File: config.mk
export PLATFORM = sky130hd
export DESIGN_NAME = hilo_divider_flat
export DESIGN_NICKNAME = d
export VERILOG_FILES = /design/src/rtl/hilo_divider_pkg.sv /design/src/rtl/hilo_divider_if.sv /design/src/rtl/hilo_divider_div_step.sv /design/src/rtl/hilo_divider.sv /design/src/flat_wrapper.sv
export SDC_FILE = /design/constraint.sdc
export NUM_CORES = 1
export LEC_CHECK = 0
export CAP_MARGIN = 20
export CORE_MARGIN = 1
export CORE_UTILIZATION = 45
export DETAILED_ROUTE_END_ITERATION = 7
export PLACE_DENSITY = 0.77
export REMOVE_ABC_BUFFERS = 1
export SKIP_LAST_GASP = 1
export SYNTH_ARGS = -nofsm -noshare
export SYNTH_HDL_FRONTEND = slang
export SYNTH_SLANG_ARGS = --single-unit
File: constraint.sdc
create_clock -name clk -period 16 [get_ports clk]
set_clock_uncertainty 0.05 [all_clocks]
set_input_delay 4.8 -clock clk [delete_from_list [all_inputs] [get_ports clk]]
set_output_delay 4.8 -clock clk [all_outputs]
set_load 0.05 [all_outputs]
File: src/rtl/hilo_divider_pkg.sv
// Shared constants for the HI/LO divide unit: FSM encodings and divide-by-zero fill.
package hilo_divider_pkg;

    localparam int unsigned DIV_WIDTH = 32;

    typedef enum logic [2:0] {
        DIV_IDLE = 3'd0,
        DIV_PREP = 3'd1,
        DIV_RUN  = 3'd2,
        DIV_FIX  = 3'd3,
        DIV_DONE = 3'd4
    } div_state_e;

    // LO is filled with this bit on a divide by zero
    localparam logic DIV_ZERO_LO_BIT = 1'b1;

    function automatic logic is_busy_state(input div_state_e s);
        return (s == DIV_PREP) || (s == DIV_RUN) || (s == DIV_FIX);
    endfunction

endpackage

File: src/rtl/hilo_divider_if.sv
// Launch/result bundle between Execute/Decode (master) and the HI/LO divider (slave).
interface hilo_divider_if #(
    parameter int unsigned WIDTH = 32
);
    logic             start;
    logic             signed_op;
    logic [WIDTH-1:0] dividend;
    logic [WIDTH-1:0] divisor;
    logic             cancel;
    logic             busy;
    logic             done;
    logic [WIDTH-1:0] hi_out;
    logic [WIDTH-1:0] lo_out;
    logic             div_by_zero;

    modport master (
        output start, signed_op, dividend, divisor, cancel,
        input  busy, done, hi_out, lo_out, div_by_zero
    );

    modport slave (
        input  start, signed_op, dividend, divisor, cancel,
        output busy, done, hi_out, lo_out, div_by_zero
    );
endinterface

File: src/rtl/hilo_divider_div_step.sv
// One combinational restoring-division iteration on unsigned magnitudes.
module div_step #(
    parameter int unsigned WIDTH = 32
) (
    input  logic [WIDTH:0]   rem_i,
    input  logic [WIDTH-1:0] quo_i,
    input  logic [WIDTH-1:0] dvs_i,
    output logic [WIDTH:0]   rem_o,
    output logic [WIDTH-1:0] quo_o
);
    logic [WIDTH:0] shifted;
    logic [WIDTH:0] trial;

    // MSB of the trial result is the borrow: set means the divisor did not fit
    always_comb begin
        shifted = (rem_i << 1) | {{WIDTH{1'b0}}, quo_i[WIDTH-1]};
        trial   = shifted - {1'b0, dvs_i};
        if (trial[WIDTH]) begin
            rem_o = shifted;
            quo_o = {quo_i[WIDTH-2:0], 1'b0};
        end else begin
            rem_o = trial;
            quo_o = {quo_i[WIDTH-2:0], 1'b1};
        end
    end
endmodule

File: src/rtl/hilo_divider.sv
// Iterative div/divu unit owning HI/LO; WIDTH restoring steps between PREP and FIX.
// Define HILO_DIV_SIGNED_EN to honour signed_op (magnitude conversion and sign fix-up).
module hilo_divider
    import hilo_divider_pkg::*;
#(
    parameter int unsigned WIDTH = DIV_WIDTH
) (
    input  logic          clk,
    input  logic          reset,
    hilo_divider_if.slave div_if
);
    localparam int unsigned CNT_W = (WIDTH > 1) ? $clog2(WIDTH) : 1;

    div_state_e       state_q, state_d;
    logic [CNT_W-1:0] cnt_q, cnt_d;
    logic [WIDTH:0]   rem_q, rem_d;
    logic [WIDTH-1:0] quo_q, quo_d;
    logic [WIDTH-1:0] dvs_q, dvs_d;
    logic [WIDTH-1:0] raw_a_q, raw_a_d;
    logic             dz_q, dz_d;
    logic [WIDTH-1:0] hi_q, hi_d;
    logic [WIDTH-1:0] lo_q, lo_d;
    logic             busy_q, busy_d;
    logic             done_q, done_d;
    logic             dz_out_q, dz_out_d;
`ifdef HILO_DIV_SIGNED_EN
    logic             sgn_q, sgn_d;
    logic             negq_q, negq_d;
    logic             negr_q, negr_d;
`endif

    logic [WIDTH:0]   step_rem;
    logic [WIDTH-1:0] step_quo;

    div_step #(.WIDTH(WIDTH)) u_step (
        .rem_i (rem_q),
        .quo_i (quo_q),
        .dvs_i (dvs_q),
        .rem_o (step_rem),
        .quo_o (step_quo)
    );

    always_ff @(posedge clk or posedge reset) begin
        if (reset) begin
            state_q  <= DIV_IDLE;
            cnt_q    <= '0;
            rem_q    <= '0;
            quo_q    <= '0;
            dvs_q    <= '0;
            raw_a_q  <= '0;
            dz_q     <= 1'b0;
            hi_q     <= '0;
            lo_q     <= '0;
            busy_q   <= 1'b0;
            done_q   <= 1'b0;
            dz_out_q <= 1'b0;
`ifdef HILO_DIV_SIGNED_EN
            sgn_q    <= 1'b0;
            negq_q   <= 1'b0;
            negr_q   <= 1'b0;
`endif
        end else begin
            state_q  <= state_d;
            cnt_q    <= cnt_d;
            rem_q    <= rem_d;
            quo_q    <= quo_d;
            dvs_q    <= dvs_d;
            raw_a_q  <= raw_a_d;
            dz_q     <= dz_d;
            hi_q     <= hi_d;
            lo_q     <= lo_d;
            busy_q   <= busy_d;
            done_q   <= done_d;
            dz_out_q <= dz_out_d;
`ifdef HILO_DIV_SIGNED_EN
            sgn_q    <= sgn_d;
            negq_q   <= negq_d;
            negr_q   <= negr_d;
`endif
        end
    end

    always_comb begin
        state_d = state_q;
        cnt_d   = cnt_q;
        rem_d   = rem_q;
        quo_d   = quo_q;
        dvs_d   = dvs_q;
        raw_a_d = raw_a_q;
        dz_d    = dz_q;
        hi_d    = hi_q;
        lo_d    = lo_q;
`ifdef HILO_DIV_SIGNED_EN
        sgn_d   = sgn_q;
        negq_d  = negq_q;
        negr_d  = negr_q;
`endif

        case (state_q)
            DIV_IDLE, DIV_DONE: begin
                state_d = DIV_IDLE;
                // cancel here only suppresses a coincident launch
                if (div_if.start && !div_if.cancel) begin
                    state_d = DIV_PREP;
                    quo_d   = div_if.dividend;
                    dvs_d   = div_if.divisor;
                    raw_a_d = div_if.dividend;
                    dz_d    = (div_if.divisor == '0);
`ifdef HILO_DIV_SIGNED_EN
                    sgn_d   = div_if.signed_op;
`endif
                end
            end

            DIV_PREP: begin
                if (div_if.cancel) begin
                    state_d = DIV_IDLE;
                end else begin
                    state_d = DIV_RUN;
                    rem_d   = '0;
                    cnt_d   = CNT_W'(WIDTH - 1);
`ifdef HILO_DIV_SIGNED_EN
                    negq_d  = 1'b0;
                    negr_d  = 1'b0;
                    if (sgn_q) begin
                        if (quo_q[WIDTH-1]) quo_d = -quo_q;
                        if (dvs_q[WIDTH-1]) dvs_d = -dvs_q;
                        negq_d = quo_q[WIDTH-1] ^ dvs_q[WIDTH-1];
                        negr_d = quo_q[WIDTH-1];
                    end
`endif
                end
            end

            DIV_RUN: begin
                if (div_if.cancel) begin
                    state_d = DIV_IDLE;
                end else begin
                    rem_d = step_rem;
                    quo_d = step_quo;
                    cnt_d = cnt_q - CNT_W'(1);
                    if (cnt_q == '0) state_d = DIV_FIX;
                end
            end

            DIV_FIX: begin
                if (div_if.cancel) begin
                    state_d = DIV_IDLE;
                end else begin
                    state_d = DIV_DONE;
                    if (dz_q) begin
                        hi_d = raw_a_q;
                        lo_d = {WIDTH{DIV_ZERO_LO_BIT}};
                    end else begin
                        hi_d = rem_q[WIDTH-1:0];
                        lo_d = quo_q;
`ifdef HILO_DIV_SIGNED_EN
                        if (negr_q) hi_d = -rem_q[WIDTH-1:0];
                        if (negq_q) lo_d = -quo_q;
`endif
                    end
                end
            end

            default: state_d = DIV_IDLE;
        endcase

        busy_d   = is_busy_state(state_d);
        done_d   = (state_d == DIV_DONE);
        dz_out_d = (state_d == DIV_DONE) && dz_q;
    end

    assign div_if.busy        = busy_q;
    assign div_if.done        = done_q;
    assign div_if.hi_out      = hi_q;
    assign div_if.lo_out      = lo_q;
    assign div_if.div_by_zero = dz_out_q;

endmodule

File: src/flat_wrapper.sv
// flat-port wrapper written by rule: the top's interface ports become plain ports
module hilo_divider_flat import hilo_divider_pkg::*;
#(
    parameter int unsigned WIDTH = DIV_WIDTH
)
  (clk, reset, div_if_start, div_if_signed_op, div_if_dividend, div_if_divisor, div_if_cancel, div_if_busy, div_if_done, div_if_hi_out, div_if_lo_out, div_if_div_by_zero);
  hilo_divider_if #(.WIDTH(WIDTH)) div_if_i ();
  input  logic clk;
  input  logic reset;
  input wire logic [$bits(div_if_i.start)-1:0] div_if_start;
  input wire logic [$bits(div_if_i.signed_op)-1:0] div_if_signed_op;
  input wire logic [$bits(div_if_i.dividend)-1:0] div_if_dividend;
  input wire logic [$bits(div_if_i.divisor)-1:0] div_if_divisor;
  input wire logic [$bits(div_if_i.cancel)-1:0] div_if_cancel;
  output wire logic [$bits(div_if_i.busy)-1:0] div_if_busy;
  output wire logic [$bits(div_if_i.done)-1:0] div_if_done;
  output wire logic [$bits(div_if_i.hi_out)-1:0] div_if_hi_out;
  output wire logic [$bits(div_if_i.lo_out)-1:0] div_if_lo_out;
  output wire logic [$bits(div_if_i.div_by_zero)-1:0] div_if_div_by_zero;
  assign div_if_i.start = div_if_start;
  assign div_if_i.signed_op = div_if_signed_op;
  assign div_if_i.dividend = div_if_dividend;
  assign div_if_i.divisor = div_if_divisor;
  assign div_if_i.cancel = div_if_cancel;
  assign div_if_busy = div_if_i.busy;
  assign div_if_done = div_if_i.done;
  assign div_if_hi_out = div_if_i.hi_out;
  assign div_if_lo_out = div_if_i.lo_out;
  assign div_if_div_by_zero = div_if_i.div_by_zero;
  hilo_divider #(.WIDTH(WIDTH)) u_core (.clk(clk), .reset(reset), .div_if(div_if_i));
endmodule
==> results.py, run 1 <==
metrics = {
    "power": {
        "peakVddDrop_mv": 0.111,
        "p_leak_nw": 5.63,
        "power.total_mw": 2.61,
        "power.density_mw_per_mm2": 206,
    },
    "grt": {
        "grt_pass1_vias": 8225,
        "antenna_found_initial": 0,
        "overflow": 0,
        "grt.total_usage_pct": 21.5,
        "grt_max_degree": 97,
        "grt_first_pass_wirelength_um": 41500,
    },
    "clock_network": {
        "ctsHoldBuffers": 0,
        "cts-resized-gates": 0,
        "path_clk_slew_ns": 0.06,
        "cts_tree": "done",
        "cts-root-buf": "clkbuf_16",
        "clock_sinks": 204,
        "htree_num_levels": 1,
        "cts_made_buffers": 22,
        "worst_skew_pair.late_latency_ns": 0.51,
        "post_cts_buffers": 0,
        "clk_path_buf_depth": 3,
    },
    "detailed_routing": {
        "initialDrtViolationCount": 441,
        "first_pass_iters": 5,
        "drtAntennaViolNets": 0,
        "via_count": 8278,
        "routed_wl_um": 24800,
        "avgRoutedWirePerCell_um": 16.2,
        "viasPerCell": 5.41,
        "drc": 0,
    },
    "min_path": {
        "hold_class": "reg2reg",
    },
    "worst_setup_path": {
        "worst-path-buf-inv": 2,
        "cp-start-kind": "input port",
        "arrival_ns": 7.43,
        "crit_path_max_incr_delay_ns": 0.81,
        "critPathCaptureType": "flop",
        "slowest_stage": "and2_1",
        "crit_required_ns": 16.29,
        "crit_chain": "clkdlybuf4s50_1, nand2b_1, or3_1, and2_1, inv_1, nor2_1, a31oi_1",
        "cp_max_fo": 20,
        "path_class": "in2reg",
        "crit_family": "simple AND/OR/NAND/NOR gates",
    },
    "finish": {
        "most-common-layout-cells": "dfrtp_1, nand2_1, nor2_1",
        "area_growth_pct": 22.6,
        "fin_nets": 1333,
        "num_antenna_cells": 0,
        "final_core_util_pct": 56.1,
        "drive_above_1_share_pct": 5.94,
        "final_common_cell": "dfrtp_1",
    },
    "die": {
        "num_io_pins": 136,
        "fp.dieW_um": 154,
        "core_area_sq_mm": 0.0226,
        "dieArea_sq_mm": 0.0236,
        "die_h_um": 154,
        "fp-row-count": 55,
        "start_util_pct": 45.8,
    },
    "synthesis": {
        "ys_ff_latch": 204,
        "ys_seq_area_share_pct": 49.2,
        "synth_edf_count": 0,
        "async_reset_ff_share_pct": 100,
        "synthTopCellsByArea": "dfrtp_1, mux2i_1, a21oi_1",
        "postSynthCellCount": 1121,
        "netlist_area_sq_mm": 0.0104,
        "syn_area_per_cell_sq_um": 9.25,
        "synth_cell_types": 55,
        "synthFlopType": "dfrtp_1",
        "ys_warn_count": 0,
        "yosysTopAreaCellShare_pct": 49.2,
        "synth_top_area_cell": "dfrtp_1",
    },
    "run": {
        "drv.max_cap_violation_count": 0,
    },
    "timing": {
        "min_period_ns": 7.14,
        "clock.fmax_mhz": 140,
        "worst_pin_slew_ns": 1.01,
        "slew_violations": 0,
        "hold_viol": 0,
        "rsz0062_at_grt": "false",
        "setup_viol": 0,
        "slew_headroom_pct": 32.4,
        "fin_setup_tns_ns": 0,
        "post-route-period-util_pct": 44.6,
    },
    "status": {
        "status": "complete, no violations",
    },
    "placed_design": {
        "gp_congestion": 0.861,
        "hpwl_um": 17000,
        "io_buffers": 134,
    },
}
routing by layer:
metal	global-route usage (%)	share of wire, %
met3	3.66	4.6
met4	5.00	1.9
met1	27.4	44
met5	0	0
met2	38.1	50
power breakdown:
group          total, mW  switching [mW]  internal [mW]  leakage, nW
logic               1.26           0.766          0.496         2.76
clock network      0.536           0.211          0.325        0.376
registers          0.815           0.135          0.680         2.50
stage by stage:
step | hold WS (ns) | instance area [sq um] | cells | setup WS, ns
after floorplan | 0.395 | 10100 | 1060 | 5.58
after global placement | 0.408 | 11900 | 1490 | 8.48
final | 0.422 | 12700 | 1530 | 8.86
after detailed placement | 0.412 | 11900 | 1490 | 8.40
after CTS | 0.427 | 12700 | 1530 | 8.88
after global routing | 0.444 | 12700 | 1530 | 8.66
flip-flops by register name, indices dropped and copies added (netlist names):
register	flops
u_core.state_q	3
u_core.rem_q	32
u_core.dz_q	1
u_core.div_if.div_by_zero	1
u_core.div_if.busy	1
u_core.quo_q	32
u_core.div_if.done	1
u_core.raw_a_q	32
u_core.dvs_q	32
u_core.cnt_q	5
u_core.div_if.lo_out	32
u_core.div_if.hi_out	32
final timing paths:
| check | startpoint | to | slack [ns] | depth (start not counted) |
|---|---|---|---|---|
| worst max-delay path | div_if_cancel | u_core.cnt_q[1] | 8.86 | 7 |
| worst min-delay path | u_core.raw_a_q[11] | u_core.raw_a_q[11] | 0.42 | 2 |
| worst max register to register | u_core.quo_q[31] | u_core.quo_q[0] | 12.06 | 14 |
| worst min register to register | u_core.raw_a_q[11] | u_core.raw_a_q[11] | 0.42 | 2 |
| max in group asynchronous | reset | u_core.div_if.lo_out[3] | 9.91 | 3 |
| min in group asynchronous | reset | u_core.div_if.div_by_zero | 4.77 | 2 |
worst register-to-register path: stages (launching register included):
cell,delay (ns)
dfrtp_1,0.45
inv_1,0.09
ha_1,0.16
inv_1,0.05
fa_1,0.42
a211oi_1,0.29
o21ai_1,0.19
a211oi_2,0.27
o21a_1,0.28
o311ai_4,0.18
o21ai_2,0.27
xor2_4,0.15
buf_4,0.50
a21oi_1,0.19
mux2_2,0.29
cell usage after synthesis (3+ instances only):
cell type and count:
xnor2_1 17, nor3_1 5, o21bai_1 3, buf_1 6
nand2b_1 9, nor2_1 142, or3_1 5, o31ai_1 4
o211ai_1 13, nor2b_1 5, ha_1 34, nand2_1 175
o21ai_0 54, inv_1 42, a21o_1 9, o21ai_1 8
nand4_1 3, dfrtp_1 204, o21a_1 7, mux2i_1 82
xor2_1 14, a21oi_1 133, a211oi_1 5, a2111oi_0 3
clkbuf_1 51, a31oi_1 8, o311ai_2 7, buf_6 4
and2_1 4, nand3_1 27, nor4_1 12
cell type report:
type	count	area [sq um]
fillers	1972	9930
flip-flops and latches	204	5110
multi-input cells	813	4880
repair buffers	145	1420
clock buffers	26	617
well taps	285	357
inverters	43	169
clock inverters	14	159
kinds of logic (layout without fill, tap and decap cells):
logic type	count (synthesis)	count (layout)	share of synthesized area, %
xor+xnor	32	32	2.78
buf+inv	104	228	4.06
compound gates	267	267	15.6
mux	83	83	8.03
simple gates	396	396	16.0
flops	204	204	49.2
fa+ha+maj	35	35	4.30
Note: power is estimated with default switching activity, not from simulation.
==> inputs of run 2 (changes only) <==
==> constraint.sdc (replaced) <==
create_clock -name clk -period 7.25 [get_ports clk]
set_clock_uncertainty 0.05 [all_clocks]
set_input_delay 2.175 -clock clk [delete_from_list [all_inputs] [get_ports clk]]
set_output_delay 2.175 -clock clk [all_outputs]
set_load 0.05 [all_outputs]
==> run 2 against run 1 <==
- global-route usage increased by 0.18 points
- die area stayed put
- clock power grew 100%
- combinational power up 120%
- via count is 0.36% higher
- first-iteration DRC count is 4.3% higher
- routed wire length up 1.3%
- worst hold slack about the same
- sequential power is 120% higher
==> results.py, run 2 (same netlist as run 1, synthesis figures left out) <==
metrics = {
    "status": {
        "status": "complete, no violations",
    },
    "timing": {
        "slew_violations": 0,
        "fin_setup_tns_ns": 0,
        "hold_viol": 0,
        "worst_pin_slew_ns": 1.01,
        "post-route-period-util_pct": 61.1,
        "slew_headroom_pct": 32.5,
        "min_period_ns": 4.43,
        "holdWs_ns": 0.421,
        "rsz0062_at_grt": "false",
        "setup_viol": 0,
        "clock.fmax_mhz": 226,
    },
    "clock_network": {
        "cts_tree": "done",
        "ctsHoldBuffers": 0,
        "cts-root-buf": "clkbuf_16",
        "clock_sinks": 204,
        "cts_made_buffers": 22,
        "cts-resized-gates": 0,
        "clk_path_buf_depth": 3,
        "htree_num_levels": 1,
        "path_clk_slew_ns": 0.06,
        "worst_skew_pair.late_latency_ns": 0.51,
        "post_cts_buffers": 0,
    },
    "finish": {
        "final_common_cell": "dfrtp_1",
        "most-common-layout-cells": "dfrtp_1, nand2_1, nor2_1",
        "fin_nets": 1333,
        "num_antenna_cells": 0,
        "fillers": 1976,
        "area_growth_pct": 21.9,
        "fin_area_sq_mm": 0.0126,
        "drive_above_1_share_pct": 5.78,
    },
    "detailed_routing": {
        "drtAntennaViolNets": 0,
        "drc": 0,
        "via_count": 8308,
        "routed_wl_um": 25100,
        "viasPerCell": 5.43,
        "avgRoutedWirePerCell_um": 16.4,
        "first_pass_iters": 5,
        "initialDrtViolationCount": 460,
    },
    "power": {
        "peakVddDrop_mv": 0.235,
        "p_comb_share_pct": 49.2,
        "switchingPower_mw": 2.48,
        "swShare_pct": 43.6,
        "power.density_mw_per_mm2": 450,
        "p_int_mw": 3.21,
        "p_leak_nw": 5.61,
        "clkPwrFrac_pct": 19.1,
        "seqPwrFrac_pct": 31.8,
    },
    "die": {
        "dieArea_sq_mm": 0.0236,
        "fp.dieW_um": 154,
        "core_area_sq_mm": 0.0226,
        "die_h_um": 154,
        "fp-row-count": 55,
        "num_io_pins": 136,
        "start_util_pct": 45.8,
    },
    "worst_setup_path": {
        "path_class": "in2reg",
        "regToRegStartpoint": "u_core.quo_q[31]",
        "critPathCaptureType": "flop",
        "cp-start-kind": "input port",
        "arrival_ns": 4.74,
        "crit_start": "div_if_cancel",
        "r2r_slack_ns": 3.07,
        "cp_max_fo": 20,
        "crit_required_ns": 7.56,
    },
    "placed_design": {
        "placed_area_sq_mm": 0.0119,
        "io_buffers": 134,
        "hpwl_um": 16900,
        "gp_congestion": 0.900,
    },
    "min_path": {
        "hold_class": "reg2reg",
        "min_from": "u_core.raw_a_q[23]",
    },
    "grt": {
        "antenna_found_initial": 0,
        "overflow": 0,
        "grt.total_usage_pct": 21.7,
        "grt_max_degree": 125,
        "grt_pass1_vias": 8243,
        "grt_first_pass_wirelength_um": 41700,
    },
    "run": {
        "drv.max_cap_violation_count": 0,
    },
}
[run 2: path summary, 6_finish.rpt]
path / endpoint / depth (start not counted)
max: u_core.cnt_q[1] / 7
min: u_core.raw_a_q[23] / 2
max reg2reg: u_core.quo_q[0] / 14
min reg2reg: u_core.raw_a_q[23] / 2
max in group asynchronous: u_core.quo_q[15] / 3
min in group asynchronous: u_core.div_if.lo_out[28] / 2
[run 2: power by group through the flow]
stage               clock, mW  sequential, mW  combinational, mW
floorplan                   0            2.25               1.56
global placement            0            1.81               2.70
detailed placement          0            1.82               2.78
CTS                      1.10            1.81               2.80
global route             1.15            1.85               3.06
finish                   1.08            1.81               2.80
[run 2: routing by layer]
metal | up-vias | wire length [um] | GRT usage (%)
met4 | 0 | 706 | 6.43
li1 | 4090 | - | -
met1 | 3962 | 11000 | 27.5
met3 | 61 | 1170 | 3.78
met5 | - | 0 | 0
met2 | 195 | 12200 | 37.9
[run 2: final cells by class]
| cell class | count | area [sq um] | share of cell area (%) |
|---|---|---|---|
| flip-flops and latches | 204 | 5110 | 40.4 |
| multi-input cells | 813 | 4880 | 38.6 |
| repair buffers | 145 | 1440 | 11.4 |
| clock buffers | 28 | 624 | 4.94 |
| well taps | 285 | 357 | 2.82 |
| inverters | 43 | 169 | 1.34 |
| clock inverters | 12 | 70.1 | 0.554 |
[run 2: metrics by stage]
stage	worst slack, ns	util, %	total power, mW	cells
after floorplan	-0.542	-	3.81	1060
after global placement	2.35	52.8	4.52	1490
after detailed placement	2.31	52.8	4.60	1490
after CTS	2.83	55.8	5.71	1530
after global routing	2.66	55.8	6.06	1530
final	2.82	55.8	5.69	1530
[run 2: worst max-delay path: stages]
cell and delay, ns:
clkdlybuf4s50_1 0.56, nand2b_1 0.22, or3_1 0.55, and2_1 0.82
inv_1 0.22, nor2_1 0.14, a31oi_1 0.05
==> inputs of run 3 (changes only) <==
--- a/config.mk
+++ b/config.mk
@@ -9,7 +9,7 @@
 export CORE_MARGIN = 1
 export CORE_UTILIZATION = 45
 export DETAILED_ROUTE_END_ITERATION = 7
-export PLACE_DENSITY = 0.77
+export PLACE_DENSITY = 0.8
 export REMOVE_ABC_BUFFERS = 1
 export SKIP_LAST_GASP = 1
 export SYNTH_ARGS = -nofsm -noshare
==> constraint.sdc (replaced) <==
create_clock -name clk -period 3.75 [get_ports clk]
set_clock_uncertainty 0.05 [all_clocks]
set_input_delay 1.125 -clock clk [delete_from_list [all_inputs] [get_ports clk]]
set_output_delay 1.125 -clock clk [all_outputs]
set_load 0.05 [all_outputs]
==> run 3 against run 2 <==
- via count grew 2.1%
- first-iteration DRC count grew 2.0%
- sequential power grew 93%
- global-route usage grew 0.15 points
==> results.py, run 3 (same netlist as run 1, synthesis figures left out) <==
metrics = {
    "detailed_routing": {
        "drc": 0,
        "drtAntennaViolNets": 0,
        "first_pass_iters": 5,
        "initialDrtViolationCount": 469,
        "avgRoutedWirePerCell_um": 16.7,
        "viasPerCell": 5.50,
        "via_count": 8482,
        "routed_wl_um": 25700,
    },
    "worst_setup_path": {
        "regToRegStartpoint": "u_core.quo_q[31]",
        "crit_required_ns": 4.08,
        "critPathCaptureType": "flop",
        "path_class": "reg2reg",
        "arrival_ns": 3.92,
        "crit_chain": "inv_1, ha_1, inv_1, fa_1, a211oi_2, o21ai_1, a211oi_2, o21a_2, o311ai_4, o21ai_2, xor2_4, buf_12, buf_4, mux2i_1, o21ai_0",
        "worst-path-buf-inv": 4,
        "r2r_slack_ns": 0.17,
        "r2r.worst_path.cells": 15,
        "crit_family": "compound AO/OA/AOI/OAI gates",
        "slowest_stage": "fa_1",
        "crit_path_max_incr_delay_ns": 0.45,
        "reg2reg_to": "u_core.rem_q[1]",
        "cp-start-kind": "flop",
        "cp_max_fo": 16,
    },
    "timing": {
        "rsz0062_at_grt": "false",
        "setup_ws_ns": 0.168,
        "hold_viol": 0,
        "holdWs_ns": 0.426,
        "setup_viol": 0,
        "clock.fmax_mhz": 279,
        "fin_setup_tns_ns": 0,
        "slew_headroom_pct": 43.7,
        "worst_pin_slew_ns": 0.845,
        "post-route-period-util_pct": 95.5,
        "min_period_ns": 3.58,
        "slew_violations": 0,
    },
    "clock_network": {
        "path_clk_slew_ns": 0.06,
        "ctsHoldBuffers": 0,
        "clock_sinks": 204,
        "cts-root-buf": "clkbuf_16",
        "clk_path_buf_depth": 3,
        "worst_skew_pair.late_latency_ns": 0.51,
        "cts_made_buffers": 22,
        "htree_num_levels": 1,
        "cts_tree": "done",
    },
    "grt": {
        "grt_pass1_vias": 8443,
        "antenna_found_initial": 0,
        "grt_first_pass_wirelength_um": 42200,
        "grt_max_degree": 131,
        "grt.total_usage_pct": 21.9,
        "overflow": 0,
    },
    "min_path": {
        "holdPathEnd": "u_core.raw_a_q[7]",
        "hold_depth": 2,
        "min_from": "u_core.raw_a_q[7]",
        "hold_class": "reg2reg",
    },
    "finish": {
        "fin_area_sq_mm": 0.0129,
        "most-common-layout-cells": "dfrtp_1, nand2_1, nor2_1",
        "final_core_util_pct": 57.0,
        "fin_nets": 1344,
        "area_growth_pct": 24.6,
        "num_antenna_cells": 0,
        "drive_above_1_share_pct": 6.93,
        "final_common_cell": "dfrtp_1",
        "stdcell_count": 1541,
    },
    "placed_design": {
        "hpwl_um": 17700,
        "placed_area_sq_mm": 0.0121,
        "place_inst": 1499,
        "io_buffers": 134,
        "dpl_worst_slack_ns": 0.103,
        "gp_congestion": 0.851,
    },
    "die": {
        "fp-row-count": 55,
        "dieArea_sq_mm": 0.0236,
        "core_area_sq_mm": 0.0226,
        "fp.dieW_um": 154,
        "num_io_pins": 136,
        "start_util_pct": 45.8,
        "die_h_um": 154,
    },
    "status": {
        "status": "complete, no violations",
    },
    "power": {
        "power.total_mw": 11.5,
        "p_leak_nw": 5.74,
        "peakVddDrop_mv": 0.545,
        "power.density_mw_per_mm2": 887,
    },
    "run": {
        "drv.max_cap_violation_count": 0,
    },
}
run 3: cell types whose count changed in the layout (fill, tap and decap cells not counted), moves of 2 or more:
cell,change
buf_12,+5
buf_4,+5
bufinv_16,+4
clkinv_2,-4
clkbuf_1,-2
run 3: worst max-delay path by stage:
stage / from / slack, ns / to / cells after the start
final: u_core.quo_q[31] / 0.17 / u_core.rem_q[1] / 15
after global routing: u_core.quo_q[31] / 0.02 / u_core.rem_q[1] / 15
after CTS: u_core.quo_q[31] / 0.03 / u_core.rem_q[1] / 15
after detailed placement: u_core.quo_q[31] / 0.10 / u_core.rem_q[1] / 15
after global placement: u_core.quo_q[31] / 0.23 / u_core.rem_q[23] / 15
after floorplan: reset / -2.99 / u_core.cnt_q[0] / 1
run 3: where the power goes:
part           leakage [nW]  internal, mW  total (mW)  switching, mW
Combinational          2.85          2.24        5.59           3.35
Sequential             2.50          2.90        3.49          0.587
Clock                 0.391          1.44        2.38          0.936
Total                  5.74          6.59        11.5           4.87
run 3: metal layers:
layer  up-vias  global-route usage (%)  share of wire [%]
li1       4103                       -                  -
met1      4105                    28.2                 43
met2       219                    37.5                 48
met3        55                    3.97                5.8
met4         0                    6.29                2.9
met5         -                       0                  0
run 3: what timing repair did:
action,CTS,global route
setup endpoints to repair,1,8
endpoints found under the hold margin,0,0
pin swaps,0,1
gates resized for setup,1,1
setup buffers,0,1
cloned,0,1
run 3: final cells by class:
cell class / instances / area, sq um
clock buffers: 25 / 603
clock inverters: 15 / 195
fillers: 1963 / 9730
inverters: 43 / 169
multi-input cells: 813 / 4880
flip-flops and latches: 204 / 5110
well taps: 285 / 357
repair buffers: 156 / 1600
run 3: worst reg2reg max path, delay by kind of cell, from the launching register on:
family | cells | cell delay, ns
AO/OA/AOI/OAI | 7 | 1.50
XOR/XNOR | 1 | 0.21
adder cells (fa/ha/maj) | 2 | 0.61
buffers and inverters | 4 | 0.49
flip-flops | 1 | 0.41
multiplexers | 1 | 0.19
